<file path="src/rtl/interrupt_arbiter32_pkg.sv">
// Shared definitions for the 32-source interrupt arbiter: state encodings,
// source count and index width.
package interrupt_arbiter32_pkg;

  localparam int unsigned NumSources = 32;
  localparam int unsigned IdxW       = 5;

  typedef enum logic [1:0] {
    StIdle    = 2'd0,
    StRequest = 2'd1,
    StService = 2'd2
  } state_e;

endpackage

</file>
<file path="src/rtl/interrupt_arbiter32_prienc.sv">
// PriorityEncoder32: lowest set index wins; anyCandidate flags a non-empty input.
module PriorityEncoder32
  import interrupt_arbiter32_pkg::*;
(
  input  logic [NumSources-1:0] candidates,
  output logic                  anyCandidate,
  output logic [IdxW-1:0]       winner
);

  // Scan from the top down so the lowest set index is the last assignment
  always_comb begin
    winner = {IdxW{1'b0}};
    for (int i = NumSources - 1; i >= 0; i--) begin
      winner = candidates[i] ? IdxW'(i) : winner;
    end
    anyCandidate = |candidates;
  end

endmodule

</file>
<file path="src/rtl/interrupt_arbiter32.sv">
// 32-source interrupt arbiter with mask/W1C registers and an IDLE/REQUEST/SERVICE
// handshake. INTERRUPT_ARBITER_EDGE_CAPTURE_EN selects edge capture (else level).
module interrupt_arbiter32
  import interrupt_arbiter32_pkg::*;
(
  input  logic                  clock,
  input  logic                  resetN,
  input  logic [NumSources-1:0] sources,
  input  logic                  writeEnable,
  input  logic                  writeAddress,
  input  logic [NumSources-1:0] writeData,
  output logic [NumSources-1:0] maskRegister,
  output logic [NumSources-1:0] pendingRegister,
  output logic                  irqRequest,
  output logic [IdxW-1:0]       irqIndex,
  input  logic                  irqAcknowledge,
  input  logic                  endOfInterrupt
);

  logic [NumSources-1:0] sampled_q;
  logic [NumSources-1:0] mask_q, mask_d;
  logic [NumSources-1:0] pending_s;
  logic [NumSources-1:0] candidates_s;
  logic                  any_candidate_s;
  logic [IdxW-1:0]       winner_s;
  state_e                state_q, state_d;
  logic [IdxW-1:0]       index_q, index_d;

  assign candidates_s = pending_s & mask_q;

  PriorityEncoder32 u_prienc (
    .candidates   (candidates_s),
    .anyCandidate (any_candidate_s),
    .winner       (winner_s)
  );

  // Mask register load
  always_comb begin
    if (writeEnable && (writeAddress == 1'b0)) begin
      mask_d = writeData;
    end else begin
      mask_d = mask_q;
    end
  end

  // Arbitration handshake; acknowledge takes priority over withdrawal
  always_comb begin
    state_d = state_q;
    index_d = index_q;
    case (state_q)
      StIdle: begin
        if (any_candidate_s) begin
          index_d = winner_s;
          state_d = StRequest;
        end else begin
          state_d = StIdle;
        end
      end
      StRequest: begin
        if (irqAcknowledge) begin
          state_d = StService;
        end else if (!candidates_s[index_q]) begin
          state_d = StIdle;
        end else begin
          state_d = StRequest;
        end
      end
      StService: begin
        if (endOfInterrupt) begin
          state_d = StIdle;
        end else begin
          state_d = StService;
        end
      end
      default: state_d = StIdle;
    endcase
  end

  // Core state registers
  always_ff @(posedge clock or negedge resetN) begin
    if (!resetN) begin
      sampled_q <= {NumSources{1'b0}};
      mask_q    <= {NumSources{1'b0}};
      state_q   <= StIdle;
      index_q   <= {IdxW{1'b0}};
    end else begin
      sampled_q <= sources;
      mask_q    <= mask_d;
      state_q   <= state_d;
      index_q   <= index_d;
    end
  end

`ifdef INTERRUPT_ARBITER_EDGE_CAPTURE_EN
  logic [NumSources-1:0] prev_q;
  logic [NumSources-1:0] pend_q, pend_d;
  logic                  ack_clear_s;

  assign ack_clear_s = (state_q == StRequest) && irqAcknowledge;

  // Clears first, then new rising edges, so a same-cycle set survives
  always_comb begin
    pend_d = pend_q;
    if (writeEnable && (writeAddress == 1'b1)) begin
      pend_d = pend_d & ~writeData;
    end else begin
      pend_d = pend_d;
    end
    if (ack_clear_s) begin
      pend_d[index_q] = 1'b0;
    end else begin
      pend_d = pend_d;
    end
    pend_d = pend_d | (sampled_q & ~prev_q);
  end

  // Edge-capture history and pending latch
  always_ff @(posedge clock or negedge resetN) begin
    if (!resetN) begin
      prev_q <= {NumSources{1'b0}};
      pend_q <= {NumSources{1'b0}};
    end else begin
      prev_q <= sampled_q;
      pend_q <= pend_d;
    end
  end

  assign pending_s = pend_q;
`else
  assign pending_s = sampled_q;
`endif

  assign maskRegister    = mask_q;
  assign pendingRegister = pending_s;
  assign irqRequest      = (state_q == StRequest);
  assign irqIndex        = index_q;

endmodule
</file>
<file path="config.mk">
export PLATFORM = sky130hd
export DESIGN_NAME = interrupt_arbiter32
export DESIGN_NICKNAME = d
export VERILOG_FILES = /design/src/rtl/interrupt_arbiter32_pkg.sv /design/src/rtl/interrupt_arbiter32_prienc.sv /design/src/rtl/interrupt_arbiter32.sv
export SDC_FILE = /design/constraint.sdc
export NUM_CORES = 1
export LEC_CHECK = 0
export CAP_MARGIN = 10
export CORE_MARGIN = 2
export CORE_UTILIZATION = 35
export DETAILED_ROUTE_END_ITERATION = 6
export PLACE_DENSITY_LB_ADDON = 0.05
export SLEW_MARGIN = 20
export SYNTH_ARGS = -nofsm -noshare
export SYNTH_HDL_FRONTEND = slang
export SYNTH_SLANG_ARGS = --single-unit
export TNS_END_PERCENT = 20
</file>
<file path="constraint.sdc">
create_clock -name clock -period 3 [get_ports clock]
set_input_delay 0.3 -clock clock [delete_from_list [all_inputs] [get_ports clock]]
set_output_delay 0.3 -clock clock [all_outputs]
set_load 0.005 [all_outputs]
</file>
==> impl_metrics.py <==
metrics = {
    "floorplanning": {
        "ios": 140,
        "die_y_um": 97.3,
        "die_x_um": 97.3,
        "die_area_mm2": 0.00946,
        "core_area_mm2": 0.00859,
        "floorplan.initialDensity": 0.354,
        "rows": 34,
    },
    "finish": {
        "nets": 454,
        "seq_area_mm2": 0.00178,
        "drive_gt1_frac": 0.144,
        "syn2layout_area_growth_pct": 57.4,
        "diodes": 0,
        "stdcell_area_mm2": 0.00479,
        "filler_cell_count": 777,
        "multiInputGateArea_mm2": 0.00123,
    },
    "sta": {
        "finalSetupTns_ps": 0,
        "timing.slew.headroom": 0.402,
        "finClkSkew_ps": 5.28,
        "period_share": 0.790,
        "hold_viol": 0,
        "slew_violations": 0,
        "timing.final.ws_setup_ps": 630,
        "setup_viol": 0,
        "hold_slack_ps": 60.7,
        "rsz0062_at_grt": "false",
        "tightest_slew_ps": 897,
        "period_minus_slack_ps": 2370,
        "max_freq_mhz": 422,
    },
    "route": {
        "routedWlPerCell_um": 17.4,
        "drt-total-wl_mm": 8.62,
        "route.vias.total": 2497,
        "first_pass_iters": 4,
        "route.detailed.drc": 0,
        "viasPerCell": 5.02,
        "drtAntennaViolNets": 0,
        "drtIter0Drc": 102,
    },
    "setup_path": {
        "r2r.worst_path.cells": 4,
        "cpPeakStageDelay_ps": 640,
        "crit_path_cell_trace": "mux4_1 > mux4_2 > or4b_1 > o211ai_2",
        "end_kind": "flop",
        "startpoint_type": "flop",
        "required_ps": 3270,
        "cpLargestDelayFamily": "multiplexers",
        "path_class": "reg2reg",
        "path_max_fanout": 10,
        "crit_cells": 4,
        "slowest_stage": "dfrtp_1",
        "cp.arrival_ps": 2640,
        "critPathBufInv": 0,
    },
    "placement": {
        "placed_area_mm2": 0.00456,
        "place_ws_ps": 646,
        "portBuffers": 139,
        "gp_congestion": 0.932,
        "dpl.hpwl_mm": 6.60,
    },
    "clocking": {
        "cts.reportedPaths.clkPinSlew_ps": 80,
        "root_buffer": "clkbuf_8",
        "ctsResizeCount": 0,
        "cts_buffer_depth": 2,
        "clock_sinks": 71,
        "htreeDepth": 3,
        "cts_tree": "yes",
        "numCtsBuffers": 9,
        "cts_setup_buffers": 0,
        "hold_buffers": 0,
        "insertion_delay_ps": 340,
    },
    "grt": {
        "grt_max_degree": 72,
        "antenna_found_initial": 0,
        "overflow": 0,
        "grt_pass1_wl_mm": 13.5,
        "grt_usage": 0.183,
        "grt_pass1_vias": 2630,
    },
    "synthesis": {
        "async_flop_share": 1.00,
        "synth_cell_types": 34,
        "ys_ff_latch": 71,
        "syn_inst": 237,
        "ys.flop_type": "dfrtp_1",
        "synth_area_per_cell_um2": 12.8,
        "syn-num-nets": 307,
        "synth.area.top_cells": "dfrtp_1, mux2_2, mux4_1, nand2_1, nand3_1",
        "netlist.area_leader.share": 0.583,
        "synth_edf_count": 0,
        "synth_area_leader_cell": "dfrtp_1",
        "synthesis.area_mm2": 0.00305,
        "yosysWarnings": 0,
        "seq_area_frac_synth": 0.583,
    },
    "status": {
        "status": "complete, no violations",
    },
    "run": {
        "drv_cap": 0,
    },
    "worst_hold_path": {
        "hold_path.class": "in2async",
    },
    "power_and_ir_drop": {
        "ir_drop_mv": 0.352,
        "leakagePower_nw": 1.96,
        "powerDensity_mw_per_mm2": 628,
    },
}
-- cell type report --
cell class	instances	share of cell area
multi-input cells	159	0.258
well taps	108	0.0282
repair buffers	142	0.294
inverters	1	0.000783
clock buffers	12	0.0324
flip-flops and latches	71	0.371
clock inverters	4	0.0159
-- layer usage --
layer / track usage / part of all wire
met3: 0.0705 / 0.072
met2: 0.296 / 0.48
met5: 0 / 0
met1: 0.232 / 0.44
met4: 0.0481 / 0.011
-- sequential cells by signal, summed over array words and instances (netlist names) --
| signal | count |
|---|---|
| irqIndex | 5 |
| maskRegister | 32 |
| pendingRegister | 32 |
| state_q | 2 |
-- through the flow --
stage | cells | utilization | total power (W)
2_1_floorplan | 237 | - | 0.00167
3_3_place_gp | 481 | 0.531 | 0.00215
3_5_place_dp | 481 | 0.531 | 0.00215
4_1_cts | 497 | 0.558 | 0.00304
5_1_grt | 497 | 0.558 | 0.00317
6_report | 497 | 0.558 | 0.00301
-- worst paths after layout --
path	to	slack (ps)	start
max	state_q[0]$_DFF_PN0_	630	irqIndex[0]$_DFFE_PN0P_
min	maskRegister[0]$_DFFE_PN0P_	60	resetN
max reg2reg	state_q[0]$_DFF_PN0_	630	irqIndex[0]$_DFFE_PN0P_
min reg2reg	state_q[1]$_DFF_PN0_	490	state_q[0]$_DFF_PN0_
max in group asynchronous	pendingRegister[17]$_DFF_PN0_	2330	resetN
min in group clock	pendingRegister[16]$_DFF_PN0_	390	sources[16]
-- Yosys cell counts, types with 3 or more instances --
cell     number
a22oi_1       9
mux4_1        7
nor2_1        3
o21ai_0       4
mux2_2       32
buf_1         3
nand2_1      48
mux4_2        3
nand3_1      16
a21oi_1       7
dfrtp_1      71
nand4_1       3
o31ai_1       3
-- report_power, final --
part	internal [W]	total, W	switching, W	leakage [nW]
clock network	0.000517	0.000878	0.000361	0.113
registers	0.00109	0.00123	0.000146	0.836
logic	0.000549	0.000896	0.000347	1.01
total	0.00215	0.00301	0.000854	1.96
-- cell usage in the layout (no fill, tap or decap), types with 2 or more instances in the layout --
cell             Yosys  final
a21boi_0             2      2
a21oi_1              7      7
a22o_1               2      2
a22oi_1              9      9
a31oi_1              2      2
buf_4                0      4
bufinv_16            0      2
clkbuf_8             0     11
clkdlybuf4s50_1      0    138
dfrtp_1             71     71
mux2_2              32     32
mux4_1               7      7
mux4_2               3      3
nand2_1             48     48
nand3_1             16     16
nand4_1              3      3
nor2_1               3      3
nor3_1               2      2
o21ai_0              4      4
o31a_1               2      2
o31ai_1              3      3
-- logic make-up after synthesis --
family,Yosys count,synth area share
flip-flops,71,0.583
multiplexers,42,0.201
AND/OR/NAND/NOR,80,0.117
buffers and inverters,7,0.0136
AO/OA/AOI/OAI,37,0.0850
(Power assumes the default switching activity.)
